**src/rtl/mux_pkg.sv**
```systemverilog
// ---------------------------------------------------------------------------
// mux_pkg
// Shared definitions for the ch01 word multiplexer library.
//   WIDTH_DEFAULT : default data width of every word port (16)
//   SEL_W         : width of the 8-way select code (3)
//   word_t        : one data word at the default width
//   sel_code_t    : named select codes SEL_A..SEL_H = 0..7
// ---------------------------------------------------------------------------
package mux_pkg;

    localparam int WIDTH_DEFAULT = 16;
    localparam int SEL_W         = 3;

    typedef logic [WIDTH_DEFAULT-1:0] word_t;

    typedef enum logic [SEL_W-1:0] {
        SEL_A = 3'd0,
        SEL_B = 3'd1,
        SEL_C = 3'd2,
        SEL_D = 3'd3,
        SEL_E = 3'd4,
        SEL_F = 3'd5,
        SEL_G = 3'd6,
        SEL_H = 3'd7
    } sel_code_t;

endpackage : mux_pkg

```
**src/rtl/mux2_word.sv**
```systemverilog
// ---------------------------------------------------------------------------
// mux2_word
// WIDTH-bit 2:1 word multiplexer, the building block of the 8-way tree.
//   i0 : word selected when s = 0
//   i1 : word selected when s = 1
//   s  : select bit
//   y  : selected word (combinational)
// The conditional operator is used on purpose: an X/Z on s merges the two
// candidates bit by bit instead of silently picking one of them.
// ---------------------------------------------------------------------------
module mux2_word #(
    parameter int WIDTH = 16
) (
    input  logic [WIDTH-1:0] i0,
    input  logic [WIDTH-1:0] i1,
    input  logic             s,
    output logic [WIDTH-1:0] y
);

    assign y = s ? i1 : i0;

endmodule : mux2_word

```
**src/rtl/mux8_way16.sv**
```systemverilog
// ---------------------------------------------------------------------------
// mux8_way16
// 8-input word multiplexer with a combinational output and a registered copy.
//   clk   : rising-edge clock for the output register(s)
//   rst   : asynchronous, active-high reset (clears out_q / sel_q)
//   a..h  : data words selected by sel = 0..7
//   sel   : 3-bit binary select code, all codes legal
//   en    : load enable for out_q (and sel_q)
//   out   : selected word, zero latency
//   out_q : selected word registered on enabled clock edges
//   sel_q : (only with MUX8_WAY16_SEL_Q_EN defined) select code that
//           produced the current out_q
// Optional feature macro: MUX8_WAY16_SEL_Q_EN
// The selection is a 3-level tree of 2:1 word muxes: level 1 pairs
// (a,b)(c,d)(e,f)(g,h) on sel[0], level 2 on sel[1], level 3 on sel[2].
// ---------------------------------------------------------------------------
module mux8_way16
    import mux_pkg::*;
#(
    parameter int WIDTH = WIDTH_DEFAULT
) (
    input  logic             clk,
    input  logic             rst,
    input  logic [WIDTH-1:0] a,
    input  logic [WIDTH-1:0] b,
    input  logic [WIDTH-1:0] c,
    input  logic [WIDTH-1:0] d,
    input  logic [WIDTH-1:0] e,
    input  logic [WIDTH-1:0] f,
    input  logic [WIDTH-1:0] g,
    input  logic [WIDTH-1:0] h,
    input  logic [SEL_W-1:0] sel,
    input  logic             en,
    output logic [WIDTH-1:0] out,
`ifdef MUX8_WAY16_SEL_Q_EN
    output logic [SEL_W-1:0] sel_q,
`endif
    output logic [WIDTH-1:0] out_q
);

    // Leaf words in select-code order so the tree can be built with loops.
    logic [WIDTH-1:0] leaf_words [8];
    logic [WIDTH-1:0] lvl1_words [4];
    logic [WIDTH-1:0] lvl2_words [2];
    logic [WIDTH-1:0] out_next;

    assign leaf_words[0] = a;
    assign leaf_words[1] = b;
    assign leaf_words[2] = c;
    assign leaf_words[3] = d;
    assign leaf_words[4] = e;
    assign leaf_words[5] = f;
    assign leaf_words[6] = g;
    assign leaf_words[7] = h;

    // Level 1: adjacent pairs differ only in sel[0].
    generate
        for (genvar gi = 0; gi < 4; gi++) begin : g_lvl1
            mux2_word #(.WIDTH(WIDTH)) u_mux (
                .i0 (leaf_words[2*gi]),
                .i1 (leaf_words[2*gi+1]),
                .s  (sel[0]),
                .y  (lvl1_words[gi])
            );
        end
    endgenerate

    // Level 2: pairs of level-1 results differ only in sel[1].
    generate
        for (genvar gi = 0; gi < 2; gi++) begin : g_lvl2
            mux2_word #(.WIDTH(WIDTH)) u_mux (
                .i0 (lvl1_words[2*gi]),
                .i1 (lvl1_words[2*gi+1]),
                .s  (sel[1]),
                .y  (lvl2_words[gi])
            );
        end
    endgenerate

    // Level 3: the lower half (a..d) versus the upper half (e..h).
    mux2_word #(.WIDTH(WIDTH)) u_lvl3 (
        .i0 (lvl2_words[0]),
        .i1 (lvl2_words[1]),
        .s  (sel[2]),
        .y  (out_next)
    );

    assign out = out_next;

    // Registered copy; reset clears it immediately, independent of clk.
    logic [WIDTH-1:0] out_q_reg;

    always_ff @(posedge clk or posedge rst) begin
        if (rst) begin
            out_q_reg <= '0;
        end else if (en) begin
            out_q_reg <= out_next;
        end
    end

    assign out_q = out_q_reg;

`ifdef MUX8_WAY16_SEL_Q_EN
    // Loaded on exactly the same edges as out_q so the pair stays coherent.
    logic [SEL_W-1:0] sel_q_reg;

    always_ff @(posedge clk or posedge rst) begin
        if (rst) begin
            sel_q_reg <= '0;
        end else if (en) begin
            sel_q_reg <= sel;
        end
    end

    assign sel_q = sel_q_reg;
`endif

endmodule : mux8_way16

```
**config.mk**
```make
export PLATFORM = sky130hd
export DESIGN_NAME = mux8_way16
export DESIGN_NICKNAME = d
export VERILOG_FILES = /design/src/rtl/mux_pkg.sv /design/src/rtl/mux2_word.sv /design/src/rtl/mux8_way16.sv
export SDC_FILE = /design/constraint.sdc
export NUM_CORES = 1
export LEC_CHECK = 0
export CAP_MARGIN = 25
export CORE_MARGIN = 3
export CORE_UTILIZATION = 36
export CTS_BUF_LIST = sky130_fd_sc_hd__clkbuf_8
export CTS_CLUSTER_DIAMETER = 30
export DETAILED_ROUTE_END_ITERATION = 8
export PLACE_DENSITY = 0.91
export SYNTH_ARGS = -nofsm -noshare
export SYNTH_HDL_FRONTEND = slang
export SYNTH_SLANG_ARGS = --single-unit
```
**constraint.sdc**
```tcl
create_clock -name clk -period 3.79 [get_ports clk]
set_input_delay 0.5685 -clock clk [delete_from_list [all_inputs] [get_ports clk]]
set_output_delay 0.5685 -clock clk [all_outputs]
set_load 0.02 [all_outputs]
```
Word level (Yosys, flattened, before mapping)
Cells that the tools add are included.
{ "op_classes": {"n_mux": 7} }
{ "ops": {"columns": ["operator", "n"], "rows": [
  ["16-bit 2-to-1 mux", 7]
]} }
{ "totals": {"regBits": 16, "input_bits": 134, "out_inout_bits": 32, "wordCells": 8} }

Depth between registers and ports, before layout
{ "logic_depth": {"depth_word": 3, "depth_mapped": 5, "mapped_depth_nobuf": 3} }

By module
Synthesis repeated with hierarchy kept, for this count alone.
{ "unflattened": {"cells_unflattened": 161, "area_unflattened_um2": 2396.0} }
{ "modules_own_cells": {"columns": ["mod", "instances", "cells_per_inst", "area_each_um2", "seq_area_each_um2"], "rows": [
  ["mux2_word", 7, 18, 249.0, 0.0],
  ["mux8_way16", 1, 35, 653.1, 400.4]
]} }

Worst setup path after synthesis
Ideal clock, no wire load.
{ "synth_timing": {"path_kind": "input to output", "startpoint": "input port sel[0]", "endpoint": "output port out[0]", "arrival_ps": 1493, "required_time_ps": 3222, "slack_ps": 1729, "cell_stages": 5, "n_path_buf": 2, "cell_sequence": "buf_6 buf_6 mux2_1 o22ai_2 nor2_1"} }
{ "synth_via": {"elab_chain_len": 3, "word_cells_on_any_way": 7, "classes_between": "mux: 7"} }
{ "synth_lines": {"columns": ["element", "line", "source"], "rows": [
  ["start, declared", "mux8_way16.sv:32", "input logic [SEL_W-1:0] sel,"],
  ["16-bit 2-to-1 mux (2 in a row)", "mux2_word.sv:20", "assign y = s ? i1 : i0;"],
  ["16-bit 2-to-1 mux *", "mux2_word.sv:20", null],
  ["end, declared", "mux8_way16.sv:34", "output logic [WIDTH-1:0] out,"]
]} }
Mark *: on every way between the ends. The rest lies on a longest branch, timed or not.

Final worst setup path
{ "layout_timing": {"startpoint": "input port sel[1]", "endpoint": "output port out[6]"} }
{ "layout_via": {"elab_chain_len": 2, "word_cells_on_any_way": 3, "classes_between": "mux: 3"} }
{ "layout_lines": {"columns": ["element", "line"], "rows": [
  ["16-bit 2-to-1 mux", "mux2_word.sv:20"],
  ["16-bit 2-to-1 mux *", "mux2_word.sv:20"]
]} }
Marked as above.

==> run_results.csv <==
group,metric,value,unit
status,outcome,"finished, final reports clean",
timing,drv_slew,0,
yosys,synthesis.nets,316,
final_layout,layout-drive-gt1-share,19.2,%
critical_path,crit_top_cell,"clkdlybuf4s50_1",
detailed_routing,vias,2071,
cts,postCtsHoldBufs,0,
timing,hold_viol,0,
cts,clock_latency,250,ps
timing,setup_viol,0,
cts,cts_buffer_depth,2,
final_layout,layout.nets,475,
die,std_cell_rows,26,
timing,period_needed,3250,ps
detailed_routing,wl_per_cell,17.0,um
final_layout,fin_area,3640,um^2
hold_path,hold_path.class,"flip-flop to flip-flop",
detailed_routing,vias_per_cell,5.06,
pwr,peakVddDrop,0.104,mV
die,die_area,6360,um^2
place,place_ws,554,ps
critical_path,cp.arrival,2680,ps
critical_path,slowest_delay,570,ps
die,die_h,79.8,um
yosys,synth_area_per_cell,10.8,um^2
grt,grt_usage,20.7,%
detailed_routing,drt-met1-wl,2930,um
grt,antenna_found_initial,0,
detailed_routing,wl,6940,um
critical_path,worstPathRequired,3220,ps
timing,skew,0,ps
critical_path,startpoint_type,"input port",
detailed_routing,first_iter_violations,41,
yosys,synth_sequential_area_ratio,20.4,%
final_layout,syn_to_final_growth,86.0,%
critical_path,critPathMaxFanout,9,
yosys,synth_cell_types,21,
timing,worstMarginPinSlew,663,ps
timing,fin_setup_tns,0,ps
detailed_routing,wl_met2,3340,um
timing,rsz0062_at_grt,"false",
timing,period_share,85.7,%
critical_path,end_kind,"output pin",
cts,ctsHtreeMaxLevel,1,
yosys,synthArstFlopShare,100,%
grt,grt_max_degree,36,
die,die_w,79.8,um
timing,fmax,308,MHz
cts,cts_sinks,16,
final_layout,fin_util,70.5,%
flow_run,maxCapViolations,0,
place,io_buffers,165,
timing,fin_ws,543,ps
yosys,syn_area,1960,um^2
yosys,ys_warn_count,0,
yosys,ys.flop_type,"dfrtp_1",
cts,cts_resized,0,
critical_path,crit_family,"buffers and inverters",
yosys,netlist_instances,182,
place,placed_area,3600,um^2
cts,cts.clk_slew.worst_paths,60,ps
final_layout,antenna_cells,0,
critical_path,critPathBufInv,3,
cts,cts_root_buf,"clkbuf_8",
detailed_routing,final_antenna_net_count,0,
die,core_area,5170,um^2
pwr,p_leak,0.00149,uW
cts,cts_setup_buffers,0,
detailed_routing,route.met3.wl,621,um
grt,grt_pass1_wl,10300,um
timing,slew_headroom,55.7,%
pwr,powerDensity,224,nW/um^2
critical_path,crit_type,"input port to output pin",
yosys,synth_edf_count,0,
timing,whs,486,ps
die,initial_utilization,37.9,%
die,ioPinCount,166,
place,hpwlAfterDp,5940,um
detailed_routing,top_layer_used,"met4",
critical_path,cp_slowest_cell,"nor2b_1",
cts,cts_tree,"yes",
detailed_routing,firstDrtPassIters,4,
grt,grt_pass1_vias,2071,
critical_path,worstPathCellList,"clkdlybuf4s50_1 -> nor2b_1 -> buf_6 -> a22o_1 -> nor2_1 -> clkdlybuf4s50_1",
place,gp_congestion,0.850,
final_layout,largest_reg_flops,16,
detailed_routing,route.detailed.drc,0,
cts,cts_buffers,3,
grt,grt_overflow,0,
yosys,ys_ff_latch,16,
synthesized netlist by cell type, types with 2 or more instances:
cell type	n	area, um^2
mux2i_1	32	320
dfrtp_1	16	400
mux2_4	10	150
a22o_1	16	140
o31ai_2	16	200
inv_1	2	7.51
clkbuf_1	3	11.3
buf_6	3	33.8
mux2_1	9	101
mux2_2	13	146
buf_2	3	15.0
o22ai_2	16	200
nand2_1	16	60.1
buf_12	2	40.0
nor2_1	17	63.8
buf_8	2	30.0
buf_4	2	15.0
layer usage:
layer  up-vias  track usage [%]
met2       102             37.1
met5         -                0
li1       1008                -
met3         4             3.95
met1       957             25.9
met4         0             3.55
final cells by class:
class,count,area (um^2)
Inverter,2,7.51
Clock buffer,3,41.3
Timing Repair Buffer,170,1710
Multi-Input combinational cell,148,1400
Fill cell,426,1530
Sequential cell,16,400
Tap cell,70,87.6
kinds of logic (layout without fill, tap and decap cells):
family	Yosys count	in the layout	synth area share [%]
AND/OR/NAND/NOR	36	36	7.28
AO/OA/AOI/OAI	48	48	27.6
buffers and inverters	18	175	8.05
flip-flops	16	16	20.4
multiplexers	64	64	36.7
worst reg2reg max path: stages (launching register included):
cell and delay, ps:
dfrtp_1 390, nand2_1 80, o31ai_2 60
placed cells by master (no fill, tap or decap):
master	instances
mux2_4	10
nand2_1	16
clkbuf_8	3
mux2i_1	32
clkdlybuf4s50_1	164
mux2_2	13
buf_4	3
dfrtp_1	16
buf_6	2
mux2_1	9
o31ai_2	16
nor2b_1	1
a22o_1	16
o22ai_2	16
nand2_2	1
nand2b_1	1
inv_1	2
buf_12	1
nor2_1	17
power by group:
group          leakage, uW  switching (uW)  internal, uW
sequential        0.000191            11.9           193
combinational      0.00128             200           286
clock            0.0000216            56.5          70.4
total              0.00149             268           549
path summary, 6_finish.rpt:
check,slack [ps],depth (start not counted),from,to
setup / recovery,540,6,sel[1],out[6]
hold / removal,490,2,out_q[10],out_q[10]
setup reg to reg,3130,2,out_q[5],out_q[5]
hold reg to reg,490,2,out_q[10],out_q[10]
max in group asynchronous,2680,2,rst,out_q[8]
min in group asynchronous,700,2,rst,out_q[4]
through the flow:
| stage | cells | power [uW] |
|---|---|---|
| floorplan | 182 | 443 |
| global placement | 404 | 686 |
| detailed placement | 406 | 696 |
| CTS | 409 | 823 |
| global route | 409 | 859 |
| finish | 409 | 818 |
Power figures use the tool's default switching activity.
